### src/rtl/trace_stream_arbiter.sv
// Round-robin arbiter between register-write and memory-write trace sources.
// The winning record is latched and serialized one ASCII character per clock.
module trace_stream_arbiter #(
    parameter logic [7:0] IDLE_CHAR = 8'h00
) (
    input  logic        clk,
    input  logic        reset,
    input  logic        reg_req,
    input  logic [15:0] reg_time,
    input  logic [31:0] reg_pc,
    input  logic [4:0]  reg_num,
    input  logic [31:0] reg_data,
    output logic        reg_ack,
    input  logic        mem_req,
    input  logic [15:0] mem_time,
    input  logic [31:0] mem_pc,
    input  logic [31:0] mem_addr,
    input  logic [31:0] mem_data,
    output logic        mem_ack,
    input  logic        char_stall,
    output logic [7:0]  char_out,
    output logic        char_valid,
    output logic        busy,
    output logic [15:0] sent_count
);
    localparam logic [0:0] S_IDLE   = 1'b0;
    localparam logic [0:0] S_SEND   = 1'b1;
    localparam logic [5:0] REG_LAST = 6'd29;
    localparam logic [5:0] MEM_LAST = 6'd35;

    logic [0:0]  state, state_n;
    logic [5:0]  idx, idx_n, nidx, last_idx;
    logic        last_mem, last_mem_n, rec_mem, rec_mem_n, grant_mem;
    logic [15:0] rec_time, rec_time_n, count_n;
    logic [31:0] rec_pc, rec_pc_n, rec_addr, rec_addr_n, rec_data, rec_data_n;
    logic [7:0]  char_n, seq_char;
    logic        valid_n, busy_n, reg_ack_n, mem_ack_n;
    logic [4:0]  num, tens_val;
    logic [3:0]  tens, units;

    function automatic logic [7:0] hex_char(input logic [3:0] n);
        return (n < 4'd10) ? 8'h30 + {4'h0, n} : 8'h57 + {4'h0, n};
    endfunction

    function automatic logic [7:0] bcd_char(input logic [3:0] n);
        return (n > 4'd9) ? 8'h39 : 8'h30 + {4'h0, n};
    endfunction

    function automatic logic [3:0] nib32(input logic [31:0] w, input logic [2:0] pos);
        logic [4:0] base;
        base = {3'(3'd7 - pos), 2'b00};
        return w[base +: 4];
    endfunction

    function automatic logic [3:0] nib16(input logic [15:0] w, input logic [1:0] pos);
        logic [3:0] base;
        base = {2'(2'd3 - pos), 2'b00};
        return w[base +: 4];
    endfunction

    // Register number split into two decimal digits.
    always_comb begin
        num      = rec_addr[4:0];
        tens     = 4'd0;
        tens_val = 5'd0;
        if (num >= 5'd30) begin
            tens = 4'd3; tens_val = 5'd30;
        end else if (num >= 5'd20) begin
            tens = 4'd2; tens_val = 5'd20;
        end else if (num >= 5'd10) begin
            tens = 4'd1; tens_val = 5'd10;
        end
        units = 4'(num - tens_val);
    end

    // Character at the index that follows the current one.
    always_comb begin
        nidx     = idx + 6'd1;
        last_idx = rec_mem ? MEM_LAST : REG_LAST;
        seq_char = 8'h23;
        if (nidx <= 6'd4)       seq_char = bcd_char(nib16(rec_time, 2'(nidx - 6'd1)));
        else if (nidx == 6'd5)  seq_char = 8'h40;
        else if (nidx <= 6'd13) seq_char = hex_char(nib32(rec_pc, 3'(nidx - 6'd6)));
        else if (nidx == 6'd14) seq_char = 8'h3a;
        else if (nidx == 6'd15) seq_char = 8'h20;
        else if (nidx == 6'd16) seq_char = rec_mem ? 8'h2a : 8'h24;
        else if (!rec_mem) begin
            if (nidx == 6'd17)      seq_char = bcd_char(tens);
            else if (nidx == 6'd18) seq_char = bcd_char(units);
            else if (nidx == 6'd19) seq_char = 8'h3c;
            else if (nidx == 6'd20) seq_char = 8'h3d;
            else if (nidx <= 6'd28) seq_char = hex_char(nib32(rec_data, 3'(nidx - 6'd21)));
        end else begin
            if (nidx <= 6'd24)      seq_char = hex_char(nib32(rec_addr, 3'(nidx - 6'd17)));
            else if (nidx == 6'd25) seq_char = 8'h3c;
            else if (nidx == 6'd26) seq_char = 8'h3d;
            else if (nidx <= 6'd34) seq_char = hex_char(nib32(rec_data, 3'(nidx - 6'd27)));
        end
    end

    always_comb begin
        state_n    = state;
        idx_n      = idx;
        last_mem_n = last_mem;
        rec_mem_n  = rec_mem;
        rec_time_n = rec_time;
        rec_pc_n   = rec_pc;
        rec_addr_n = rec_addr;
        rec_data_n = rec_data;
        char_n     = char_out;
        valid_n    = char_valid;
        busy_n     = busy;
        count_n    = sent_count;
        reg_ack_n  = 1'b0;
        mem_ack_n  = 1'b0;
        grant_mem  = mem_req && (!reg_req || !last_mem);
        case (state)
            S_IDLE: begin
                char_n  = IDLE_CHAR;
                valid_n = 1'b0;
                busy_n  = 1'b0;
                if (!char_stall && (reg_req || mem_req)) begin
                    state_n    = S_SEND;
                    idx_n      = 6'd0;
                    last_mem_n = grant_mem;
                    rec_mem_n  = grant_mem;
                    rec_time_n = grant_mem ? mem_time : reg_time;
                    rec_pc_n   = grant_mem ? mem_pc : reg_pc;
                    rec_addr_n = grant_mem ? mem_addr : {27'd0, reg_num};
                    rec_data_n = grant_mem ? mem_data : reg_data;
                    char_n     = 8'h5e;
                    valid_n    = 1'b1;
                    busy_n     = 1'b1;
                    reg_ack_n  = !grant_mem;
                    mem_ack_n  = grant_mem;
                end
            end
            S_SEND: begin
                if (!char_stall) begin
                    if (idx == last_idx) begin
                        state_n = S_IDLE;
                        idx_n   = 6'd0;
                        char_n  = IDLE_CHAR;
                        valid_n = 1'b0;
                        busy_n  = 1'b0;
                        count_n = sent_count + 16'd1;
                    end else begin
                        idx_n  = nidx;
                        char_n = seq_char;
                    end
                end
            end
            default: state_n = S_IDLE;
        endcase
    end

    always_ff @(posedge clk) begin
        if (reset) begin
            state      <= S_IDLE;
            idx        <= 6'd0;
            last_mem   <= 1'b1;
            rec_mem    <= 1'b0;
            rec_time   <= 16'd0;
            rec_pc     <= 32'd0;
            rec_addr   <= 32'd0;
            rec_data   <= 32'd0;
            char_out   <= IDLE_CHAR;
            char_valid <= 1'b0;
            busy       <= 1'b0;
            reg_ack    <= 1'b0;
            mem_ack    <= 1'b0;
            sent_count <= 16'd0;
        end else begin
            state      <= state_n;
            idx        <= idx_n;
            last_mem   <= last_mem_n;
            rec_mem    <= rec_mem_n;
            rec_time   <= rec_time_n;
            rec_pc     <= rec_pc_n;
            rec_addr   <= rec_addr_n;
            rec_data   <= rec_data_n;
            char_out   <= char_n;
            char_valid <= valid_n;
            busy       <= busy_n;
            reg_ack    <= reg_ack_n;
            mem_ack    <= mem_ack_n;
            sent_count <= count_n;
        end
    end
endmodule

### config.mk
export PLATFORM = sky130hd
export DESIGN_NAME = trace_stream_arbiter
export DESIGN_NICKNAME = d
export VERILOG_FILES = /design/src/rtl/trace_stream_arbiter.sv
export SDC_FILE = /design/constraint.sdc
export NUM_CORES = 1
export LEC_CHECK = 0
export ABC_AREA = 1
export BUFFER_PORTS_ARGS = -buffer_cell sky130_fd_sc_hd__buf_4
export CAP_MARGIN = 30
export CORE_ASPECT_RATIO = 1.2
export CORE_UTILIZATION = 53
export CTS_CLUSTER_DIAMETER = 50
export CTS_CLUSTER_SIZE = 10
export DETAILED_ROUTE_END_ITERATION = 10
export MAX_ROUTING_LAYER = met4
export PLACE_DENSITY = 0.77
export SLEW_MARGIN = 20
export SYNTH_ARGS = -nofsm -noshare
export SYNTH_HDL_FRONTEND = slang
export SYNTH_SLANG_ARGS = --single-unit
### constraint.sdc
create_clock -name clk -period 4.02 [get_ports clk]
set_input_delay 0.804 -clock clk [delete_from_list [all_inputs] [get_ports clk]]
set_output_delay 0.804 -clock clk [all_outputs]
set_load 0.01 [all_outputs]
* Yosys cells after proc, flatten, opt, wreduce, memory -nomap -nowiden
Cells that the tools add are included.
** Operators by class
- Add/sub/neg operators :: 24
- $mul :: 0
- Divide/modulo/power cells :: 0
- $lt $le $gt $ge :: 15
- Equal/unequal tests :: 14
- Shifts and indexed selects :: 5
- Mux-type cells :: 50
- Bitwise operators :: 3
- Reduce and logical (&&, ||, !) cells :: 13
** Operators by type and width (count)
- 8-bit two-way mux :: 22
- 32-bit by 6-bit variable part select with 4-bit output :: 4
- 32-bit two-way mux :: 3
- 6-bit by 4-bit adder with 7-bit output (first input constant) :: 7
- 6-bit by 5-bit equality test with 1-bit output (second input constant) :: 7
- 7-bit by 4-bit adder with 8-bit output (first input constant) :: 4
- 7-bit two-way mux :: 4
- 6-bit two-way mux :: 4
- 16-bit by 1-bit adder with 16-bit output (second input constant) :: 1
- 4-bit less-than comparator (second input constant) :: 4
- 16-bit two-way mux :: 1
- 4-bit two-way mux :: 4
- 8-bit one-hot mux with 2 select lines :: 1
- 16-bit by 5-bit variable part select with 4-bit output :: 1
- 6-bit by 4-bit equality test with 1-bit output (second input constant) :: 2
- 4-bit > comparator (second input constant) :: 3
- 6-bit by 5-bit less-or-equal comparator with 1-bit output (second input constant) :: 2
- 6-bit one-hot mux with 2 select lines :: 1
- 3-bit subtractor (first input constant) :: 4
- 5-bit greater-or-equal comparator (second input constant) :: 2
- 6-bit by 1-bit adder with 6-bit output (second input constant) :: 1
- 6-bit by 3-bit equality test with 1-bit output (second input constant) :: 1
- 6-bit equality test :: 1
- 6-bit by 3-bit less-or-equal comparator with 1-bit output (second input constant) :: 1
- other kinds (21) :: 39
** Word-level totals
- Flip-flop bits (word level) :: 148
- Bits in latches :: 0
- RAM bits :: 0
- Memory bits (read-only) :: 0
- Input port bits :: 202
- Logic and storage cells :: 137
- Memories kept :: 0

* Depth between registers and ports, before layout
Gate-level depths: netlist of run 1.
- Depth after elaboration :: 21
- Gate-level depth with buffers :: 26
- Gate-level depth less buffers :: 22

* Least setup slack after synthesis of run 1
OpenSTA, ideal clock, no wires.
- Path kind :: register -> register
- Start :: register idx[0]
- End :: register char_out[2]
- Setup time :: 119 ps
- Arrival time :: 2870 ps
- Required time :: 3901 ps
- Setup slack :: 1031 ps
- Stages on the path, launching flop included :: 24
- Cell sequence :: dfxtp_1 -> buf_6 -> inv_2 -> buf_2 -> buf_2 -> buf_2 -> ha_1 -> nor2_4 -> buf_2 -> o21ai_0 -> o211ai_1 -> nand2_1 -> ha_1 -> a21boi_0 -> nor2_1 -> o21ai_1 -> nand2_1 -> a21oi_1 -> nand2_1 -> nand2_1 -> nand3_1 -> nand2_1 -> nand2_1 -> a21oi_1
** On the way
- Cells in the longest elaborated chain, start to end :: 21
** RTL lines
- start, declared :: line 32 : logic [5:0] idx, idx_n, nidx, last_idx;
- start signal, assigned :: line 175 : idx <= idx_n;
- 6-bit by 1-bit adder with 6-bit output :: line 78 : nidx = idx + 6'd1;
- 3-bit subtractor :: line 92 : else if (nidx <= 6'd28) seq_char = hex_char(nib32(rec_data, 3'(nidx - 6'd21)));
- 3-bit subtractor :: line 51 : base = {3'(3'd7 - pos), 2'b00};
- 32-bit by 6-bit variable part select with 4-bit output :: line 52 : return w[base +: 4];
- 7-bit by 4-bit adder with 8-bit output (tied with other cells) :: line 42 : return (n < 4'd10) ? 8'h30 + {4'h0, n} : 8'h57 + {4'h0, n};
- 8-bit two-way mux :: line 42
- 8-bit two-way mux :: line 92
- 8-bit two-way mux :: line 91 : else if (nidx == 6'd20) seq_char = 8'h3d;
- [5 not listed]
- 8-bit two-way mux :: line 85 : else if (nidx == 6'd15) seq_char = 8'h20;
- 8-bit two-way mux :: line 84 : else if (nidx == 6'd14) seq_char = 8'h3a;
- 8-bit two-way mux :: line 83 : else if (nidx <= 6'd13) seq_char = hex_char(nib32(rec_pc, 3'(nidx - 6'd6)));
- 8-bit two-way mux :: line 82 : else if (nidx == 6'd5) seq_char = 8'h40;
- 8-bit two-way mux :: line 81 : if (nidx <= 6'd4) seq_char = bcd_char(nib16(rec_time, 2'(nidx - 6'd1)));
- 8-bit two-way mux (*) :: line 140 : if (idx == last_idx) begin
- 8-bit two-way mux (*) :: line 139 : if (!char_stall) begin
- 8-bit one-hot mux with 2 select lines (*) :: line 117 : case (state)
- end signal, assigned :: line 182 : char_out <= char_n;
- end, declared :: line 21 : output logic [7:0] char_out,
Every way passes the cells marked *; elsewhere a longest branch is shown, timed or not. The select of a mux whose other input is x is not followed.
A chain may end at the register's enable or synchronous reset.

* Final worst setup path of run 1
Same ends and word-level chain as after synthesis.

==> flow_metrics.tcl, run 1 <==
set metrics [dict create \
    outcome "complete, no violations" \
    critPathKind "reg2reg" \
    initial_core_util_pct 54.7 \
    drc 0 \
    r2r_end "char_out[2]" \
    maxSlewViolCount 0 \
    hold_class "reg2reg" \
    drive_gt1_share_pct 22.5 \
    cts_root_buf "clkbuf_16" \
    leakage_uw 0.00471 \
    layout.cells.non_filler 1637 \
    drt-total-wl_microns 24900 \
    final_nets 1635 \
    core_sq_um 15100 \
    grt_pass1_vias 8311 \
    diodes 0 \
    via_per_inst 5.58 \
    synth.most_common_cell "nand2_1" \
    synth_commonest_cells "nand2_1, o21ai_0, dfxtp_1" \
    antenna_found_initial 0 \
    startpoint "idx[0]" \
    fp.dieH_microns 139 \
    power_per_cell_area_nw_per_um2 368 \
    synth.ff_latch_count 147 \
    ff2ff_path_depth 16 \
    cts.sinks 147 \
    hold_buffers 0 \
    cts_inserted_buffers 17 \
    globalplace.congestion 0.901 \
    ant_nets 0 \
    avgSynthCellArea_sq_um 6.68 \
    ios 230 \
    syn_inst 1241 \
    max_slew_margin_pct 39.0 \
    fin_crit_sh_pct 84.6 \
    period_needed_ps 3400 \
    hold_path_depth 2 \
    n_fill_cell 1375 \
    synth_nets 1456 \
    die_area_sq_um 16100 \
    path_max_fanout 28 \
    synth-seq-area-share_pct 35.5 \
    wl_per_cell_microns 15.2 \
    synth_top_area_cell "dfxtp_1" \
    vias 9130 \
    worstPathArrival_ps 3760 \
    io_buffers 228 \
    cts_buffer_depth 2 \
    gr-total-overflow 0 \
    place_inst 1605 \
    worstHoldStart "char_out[5]" \
    rsz0062_at_grt "false" \
    post-route-util_pct 69.7 \
    die_w_microns 116 \
    startpoint_type "flop" \
    yosys_warnings 0 \
    fin_tns_setup_ps 0 \
    synthToLayoutAreaGrowth_pct 27.5 \
    cts-resized-gates 0 \
    grt_max_degree 114 \
    fin_worst_skew_ps 9.40 \
    first_iter_violations 783 \
    maxCapViolCount 0 \
    ys.flop_type "dfxtp_1" \
    synth_area_leaders "dfxtp_1, nand2_1, o21ai_0" \
    max_freq_mhz 294 \
    ir_worst_vdd_v 0.000283 \
    insertion_delay_ps 430 \
    rows 49 \
    endpoint_kind "flop" \
    async_reset_ff_share_pct 0 \
    r2r_setup_slack_ps 620 \
    worstPathRequired_ps 4380 \
    grt_util_all_layers_pct 31.8 \
    place_ws_ps 684 \
    cts.clk_slew.worst_paths_ps 60 \
    fin_ws_ps 618 \
    max_slew.worst_pin.slew_ps 915 \
    drtPass1Iterations 6 \
    synth_edf_count 0 \
    hold-path-endpoint "char_out[5]" \
    setup-violations-final 0 \
    ys_types 50 \
    grt_pass1_wl_microns 39600 \
    htreeDepth 4 \
    hold_viol 0 \
    syn-cell-area_sq_um 8280 \
    dp_hpwl_microns 17900 \
    tritoncts "done" \
    r2r-start "idx[0]" \
    post-cts-setup-buffers 0 \
    synth_top_cell_area_share_pct 35.5 \
]
[sequential cells by signal, summed over array words and instances, names as in the netlist]
register    cells
busy            1
char_out        7
idx             6
last_mem        1
mem_ack         1
rec_addr       32
rec_data       32
rec_mem         1
rec_pc         32
rec_time       16
reg_ack         1
sent_count     16
state           1
[worst max-delay path, stage by stage, from the launching register on]
cell      delay (ps)
dfxtp_2          560
buf_4            350
ha_1             370
inv_1            140
nand2_2          110
nand2_2          110
ha_1             420
inv_1             90
o211ai_1         100
nand2_1          130
nand2_1           90
nand2_1          110
inv_1            120
nor2_1            50
a211oi_1         360
nand2_1           90
a21oi_1          120
[through the flow]
stage	total power (uW)	cell area [sq um]	hold slack, ps
floorplan	2080	8280	434
global placement	2360	9980	455
global route	4050	10600	508
detailed placement	2370	9990	466
CTS	3880	10600	475
finish	3880	10600	474
[worst max-delay path by stage]
stage	endpoint	slack (ps)
3_3_place_gp	char_out[2]	700
2_1_floorplan	char_out[2]	1030
5_1_grt	char_out[2]	370
6_report	char_out[2]	620
4_1_cts	char_out[2]	650
3_5_place_dp	char_out[2]	680
[cell families after synthesis]
kind of cell | count (synthesis) | share of synthesized area, %
and+or+nand+nor | 572 | 29.0
buffers and inverters | 157 | 8.05
adders and majority gates | 13 | 2.05
xor gates and xnor gates | 4 | 0.423
DFF | 147 | 35.5
other | 1 | 0.0453
AOI/OAI and AO/OA | 347 | 24.9
[placed cells by master (no fill, tap or decap), drive strengths merged]
cell and instances:
a32o 28, o31ai 1, a21boi 1, nor4 2, o22ai 7, buf 239, or2 2, nor3b 2
a21oi 42, conb 1, o21bai 1, o21ai 159, dfxtp 147, a31oi 89, nor2 90, nor3 12
nand3 60, a211oi 1, o221ai 2, o21a 3, xor2 4, o211ai 12, fa 1, nand2 392
clkinvlp 6, ha 12, inv 83, clkbuf 19, a22oi 1, nand3b 1, nand4 6, and3 1
and2 4, clkinv 1, bufinv 1
[layout make-up]
type	instances	area (sq um)	share of cell area [%]
multi-input cells	937	4690	44.4
flip-flops and latches	147	2940	27.9
repair buffers	239	1810	17.1
clock buffers	19	443	4.19
inverters	78	293	2.77
well taps	204	255	2.42
clock inverters	13	124	1.17
[per-layer routing]
metal | up-vias | GRT usage (%) | routed length [microns]
met2 | 359 | 51.3 | 11900
met1 | 4130 | 39.5 | 10700
met3 | 54 | 4.68 | 1520
li1 | 4587 | - | -
met5 | - | - | 0
met4 | 0 | 12.8 | 699
[power breakdown]
part	internal [uW]	total [uW]	switching [uW]	leakage, uW
combinational	318	732	414	0.00324
sequential	1550	1620	63.8	0.00121
clock	875	1540	661	0.000259
total	2740	3880	1140	0.00471
Note: power is estimated with default switching activity, not from simulation.
==> run 2, diff against run 1 <==
--- a/config.mk
+++ b/config.mk
@@ -9,12 +9,12 @@
 export BUFFER_PORTS_ARGS = -buffer_cell sky130_fd_sc_hd__buf_4
 export CAP_MARGIN = 30
 export CORE_ASPECT_RATIO = 1.2
-export CORE_UTILIZATION = 53
+export CORE_UTILIZATION = 48
 export CTS_CLUSTER_DIAMETER = 50
 export CTS_CLUSTER_SIZE = 10
 export DETAILED_ROUTE_END_ITERATION = 10
 export MAX_ROUTING_LAYER = met4
-export PLACE_DENSITY = 0.77
+export PLACE_DENSITY = 0.73
 export SLEW_MARGIN = 20
 export SYNTH_ARGS = -nofsm -noshare
 export SYNTH_HDL_FRONTEND = slang
==> constraint.sdc (replaced) <==
create_clock -name clk -period 2.75 [get_ports clk]
set_input_delay 0.55 -clock clk [delete_from_list [all_inputs] [get_ports clk]]
set_output_delay 0.55 -clock clk [all_outputs]
set_load 0.01 [all_outputs]
==> run 2 against run 1 <==
Against the previous run: critical path depth is the same; clock power grew 53%; die area grew 10%; wire length grew 2.9%; maximum frequency grew 31%.
==> flow_metrics.tcl, run 2 (synthesized netlist as in run 1, its figures left out) <==
set metrics [dict create \
    outcome "complete, no violations" \
    tritoncts "done" \
    leakage_uw 0.00489 \
    die_area_sq_um 17800 \
    wl_per_cell_microns 15.3 \
    die_w_microns 122 \
    dp_hpwl_microns 18400 \
    worstPathRequired_ps 3110 \
    path_cells "inv_4 > buf_12 > ha_2 > inv_1 > nand3_1 > nand2_1 > nand2_1 > nand2_1 > ha_1 > o21ai_0 > o21ai_0 > nand3_1 > nand2_1 > a21oi_1 > o21ai_1 > a21oi_1" \
    core_sq_um 16900 \
    endpoint_kind "flop" \
    max_slew.worst_pin.slew_ps 608 \
    initial_core_util_pct 49.2 \
    power_per_cell_area_nw_per_um2 533 \
    path_max_fanout 24 \
    via_per_inst 5.53 \
    layout_common_cells "nand2_1, buf_4, o21ai_0, dfxtp_1, a31oi_1" \
    rows 52 \
    cts.clk_slew.worst_paths_ps 70 \
    cp_common_cell "nand2_1" \
    r2r_end "char_out[1]" \
    r2r_setup_slack_ps 160 \
    worstPathArrival_ps 2950 \
    insertion_delay_ps 430 \
    hold_path_depth 2 \
    cts_inserted_buffers 17 \
    antenna_found_initial 0 \
    startpoint_type "flop" \
    cp_slowest_cell "dfxtp_4" \
    maxSlewViolCount 0 \
    period_needed_ps 2590 \
    drive_gt1_share_pct 25.0 \
    grt_max_degree 89 \
    setup-violations-final 0 \
    hold-path-endpoint "rec_addr[29]" \
    worstHoldStart "mem_addr[29]" \
    grt_pass1_vias 8587 \
    gr-total-overflow 0 \
    slowest_delay_ps 380 \
    r2r-start "idx[0]" \
    hold_buffers 0 \
    ir_worst_vdd_v 0.000411 \
    layout.cells.non_filler 1672 \
    diodes 0 \
    htreeDepth 4 \
    max_slew_margin_pct 59.4 \
    cts_buffer_depth 2 \
    critPathKind "reg2reg" \
    drc 0 \
    ant_nets 0 \
    vias 9241 \
    grt_pass1_wl_microns 41100 \
    ff2ff_path_depth 16 \
    hold_class "in2reg" \
    ios 230 \
    final_nets 1658 \
    place_inst 1636 \
    fp.dieH_microns 146 \
    fin_tns_setup_ps 0 \
    globalplace.congestion 0.947 \
    fin_worst_skew_ps 13.5 \
    cts_root_buf "clkbuf_16" \
    synthToLayoutAreaGrowth_pct 32.7 \
    fin_crit_sh_pct 94.2 \
    cts.sinks 147 \
    drt-total-wl_microns 25600 \
    maxCapViolCount 0 \
    drtPass1Iterations 5 \
    max_freq_mhz 386 \
    io_buffers 228 \
    first_iter_violations 541 \
    largestRegisters "rec_addr (32), rec_data (32), rec_pc (32)" \
    grt_util_all_layers_pct 29.8 \
    hold_viol 0 \
    mostFrequentLayoutCell "nand2_1" \
]
[run 2: power breakdown]
part           switching (uW)  internal (uW)
clock network            1050           1320
logic                     635            515
registers                81.4           2260
total                    1760           4100
[run 2: stage by stage]
stage          hold slack, ps  total power (uW)  utilization (%)  instance area (sq um)  setup WS (ps)
6_report                  329              5860             65.3                  11000            160
5_1_grt                   316              6130             65.3                  11000          -16.5
4_1_cts                   319              5840             64.2                  10800           22.2
3_5_place_dp              472              3490             60.7                  10200          -9.51
3_3_place_gp              461              3480             60.7                  10200           56.4
2_1_floorplan             434              3040                -                   8310          -19.9
[run 2: how the worst max path moves through the flow]
stage               slack [ps]    from  cells past startpoint           to
floorplan                  -20  idx[0]                     22  char_out[2]
global placement            60  idx[1]                     13  char_out[2]
detailed placement         -10  idx[1]                     14  char_out[2]
CTS                         20  idx[0]                     16  char_out[1]
global route               -20  idx[0]                     21  char_out[2]
finish                     160  idx[0]                     16  char_out[1]
[run 2: layout make-up]
class	count	area, sq um
multi-input combinational	937	4780
timing repair buffer	262	2100
fill	1584	5860
inverter	78	304
sequential	147	2950
clock inverter	14	154
clock buffer	18	439
tap	216	270
[run 2: routing by layer]
metal | global-route usage [%] | vias up | share of wire, %
li1 | - | 4637 | -
met1 | 36.8 | 4195 | 43
met2 | 47.2 | 337 | 48
met3 | 4.62 | 72 | 5.9
met4 | 13.7 | 0 | 3.4
met5 | - | - | 0
[run 2: timing repair]
item                                    in CTS  in global routing
endpoints found under the setup margin       1                  6
gates resized for setup                      2                 36
buffers inserted                             0                  3
pin swaps                                    0                  9
cloned                                       0                  1
[run 2: critical path, delay by kind of cell, from the launching register on]
kind / cells / cell delay, ps
fa+ha+maj: 2 / 510
buf+inv: 3 / 350
flops: 1 / 380
simple gates: 6 / 530
compound gates: 5 / 750
==> run 3, diff against run 2 <==
--- a/config.mk
+++ b/config.mk
@@ -6,7 +6,7 @@
 export NUM_CORES = 1
 export LEC_CHECK = 0
 export ABC_AREA = 1
-export BUFFER_PORTS_ARGS = -buffer_cell sky130_fd_sc_hd__buf_4
+export BUFFER_PORTS_ARGS = -buffer_cell sky130_fd_sc_hd__clkbuf_2
 export CAP_MARGIN = 30
 export CORE_ASPECT_RATIO = 1.2
 export CORE_UTILIZATION = 48
@@ -15,6 +15,7 @@
 export DETAILED_ROUTE_END_ITERATION = 10
 export MAX_ROUTING_LAYER = met4
 export PLACE_DENSITY = 0.73
+export REMOVE_ABC_BUFFERS = 1
 export SLEW_MARGIN = 20
 export SYNTH_ARGS = -nofsm -noshare
 export SYNTH_HDL_FRONTEND = slang
==> run 3 against run 2 <==
Against the previous run: register-to-register slack better by 20 ps; setup slack better by 24 ps; utilization is 4.0 points lower; combinational power fell by 11%; design area shrank 6.1%; clock skew down 6.5 ps; largest power group unchanged.
==> flow_metrics.tcl, run 3 (synthesized netlist as in run 1, its figures left out) <==
set metrics [dict create \
    outcome "complete, no violations" \
    path_cells "inv_2 > ha_2 > buf_4 > o21ai_0 > o22ai_1 > nor2_1 > a31oi_1 > nand2_1 > inv_1 > nor2_1 > a211oi_2 > nand2_1 > a21oi_1" \
    power_per_cell_area_nw_per_um2 557 \
    initial_core_util_pct 49.2 \
    vias 9008 \
    drt-total-wl_microns 23200 \
    cts_buffer_depth 2 \
    hold_class "in2reg" \
    crit_family "compound AO/OA/AOI/OAI gates" \
    first_iter_violations 518 \
    worstPathArrival_ps 2930 \
    final_nets 1658 \
    synthToLayoutAreaGrowth_pct 24.6 \
    grt_use_met1_pct 32.8 \
    met3_usage_pct 3.57 \
    setup-violations-final 0 \
    diodes 0 \
    drtPass1Iterations 5 \
    drive_gt1_share_pct 24.5 \
    gr-total-overflow 0 \
    fp.dieH_microns 146 \
    grt_pass1_vias 8339 \
    globalRouteMet2Util_pct 44.9 \
    ant_nets 0 \
    max_freq_mhz 390 \
    max_slew_margin_pct 44.8 \
    endpoint_kind "flop" \
    rsz0062_at_grt "true" \
    n_fill_cell 1610 \
    largestRegisters "rec_addr (32), rec_data (32), rec_pc (32)" \
    fin_tns_setup_ps 0 \
    multiInputGateArea_sq_um 4730 \
    ios 230 \
    startpoint_type "flop" \
    cts.clk_slew.worst_paths_ps 60 \
    period_needed_ps 2570 \
    worstPathRequired_ps 3110 \
    slowest_delay_ps 410 \
    antenna_found_initial 0 \
    layout_common_cells "nand2_1, clkbuf_2, dfxtp_1" \
    cts_inserted_buffers 17 \
    critPathKind "reg2reg" \
    layout.cells.non_filler 1672 \
    globalplace.congestion 0.940 \
    max_slew.worst_pin.slew_ps 828 \
    die_area_sq_um 17800 \
    ir_worst_vdd_v 0.000456 \
    path_max_fanout 7 \
    maxCapViolCount 0 \
    path_buf_inv 3 \
    grt_busiest_layer "met2" \
    fin_crit_sh_pct 93.3 \
    seq_area_sq_um 2950 \
    place_inst 1639 \
    leakage_uw 0.00472 \
    htreeDepth 4 \
    core_sq_um 16900 \
    rows 52 \
    cts.sinks 147 \
    drc 0 \
    wl_per_cell_microns 13.8 \
    cp_slowest_cell "dfxtp_4" \
    via_per_inst 5.39 \
    maxSlewViolCount 0 \
    grt_util_all_layers_pct 26.9 \
    cts_root_buf "clkbuf_16" \
    grt_pass1_wl_microns 37900 \
    io_buffers 228 \
    die_w_microns 122 \
    mostFrequentLayoutCell "nand2_1" \
    grt_max_degree 87 \
    hold_viol 0 \
    tritoncts "done" \
    dp_hpwl_microns 16500 \
    insertion_delay_ps 430 \
    fin_worst_skew_ps 7.02 \
]
==> run 3: worst register-to-register path, cell delays in order, from the launching register on <==
cell      delay [ps]
dfxtp_4          410
inv_2             80
ha_2             410
buf_4            170
o21ai_0           80
o22ai_1          180
nor2_1            60
a31oi_1          250
nand2_1          180
inv_1            120
nor2_1            60
a211oi_2         310
nand2_1           90
a21oi_1          120
==> run 3: routing by layer <==
metal | vias up | wire length, microns
met3 | 36 | 935
met4 | 0 | 476
li1 | 4630 | -
met2 | 220 | 11400
met1 | 4122 | 10400
met5 | - | 0
==> run 3: cell type report <==
cell class                      count  share of cell area, %
Sequential cell                   147                   28.6
Clock inverter                     12                   1.50
Timing Repair Buffer              262                   14.2
Tap cell                          216                   2.62
Multi-Input combinational cell    937                   45.8
Inverter                           78                   2.90
Clock buffer                       20                   4.33
==> run 3: what timing repair did <==
| action | 4_1_cts | 5_1_grt |
|---|---|---|
| buffers inserted | 0 | 1 |
| setup endpoints to repair | 1 | 6 |
| pin swaps | 0 | 3 |
| hold buffers | 0 | 0 |
| hold endpoints to repair | 0 | 0 |
| resized for setup | 3 | 22 |
==> run 3: path summary, 6_finish.rpt <==
| path | endpoint | slack (ps) | startpoint | cells after the start |
|---|---|---|---|---|
| max | char_out[2] | 180 | idx[0] | 13 |
| min | rec_addr[22] | 330 | mem_addr[22] | 2 |
| max reg2reg | char_out[2] | 180 | idx[0] | 13 |
| min reg2reg | sent_count[15] | 470 | sent_count[15] | 2 |
==> run 3: metrics by stage <==
| stage | utilization, % | setup WS (ps) | instance area [sq um] | hold WS [ps] | total power, uW |
|---|---|---|---|---|---|
| 3_3_place_gp | 57.3 | 20.0 | 9650 | 453 | 3370 |
| 2_1_floorplan | - | -9750 | 7910 | 427 | 3020 |
| 3_5_place_dp | 57.3 | -32.3 | 9650 | 465 | 3380 |
| 4_1_cts | 60.9 | 34.1 | 10300 | 319 | 5760 |
| 6_report | 61.2 | 185 | 10300 | 331 | 5740 |
| 5_1_grt | 61.2 | -59.9 | 10300 | 330 | 6030 |
==> run 3: where the power goes <==
| group | switching [uW] | internal [uW] |
|---|---|---|
| registers | 77.0 | 2270 |
| logic | 607 | 414 |
| clock network | 926 | 1450 |
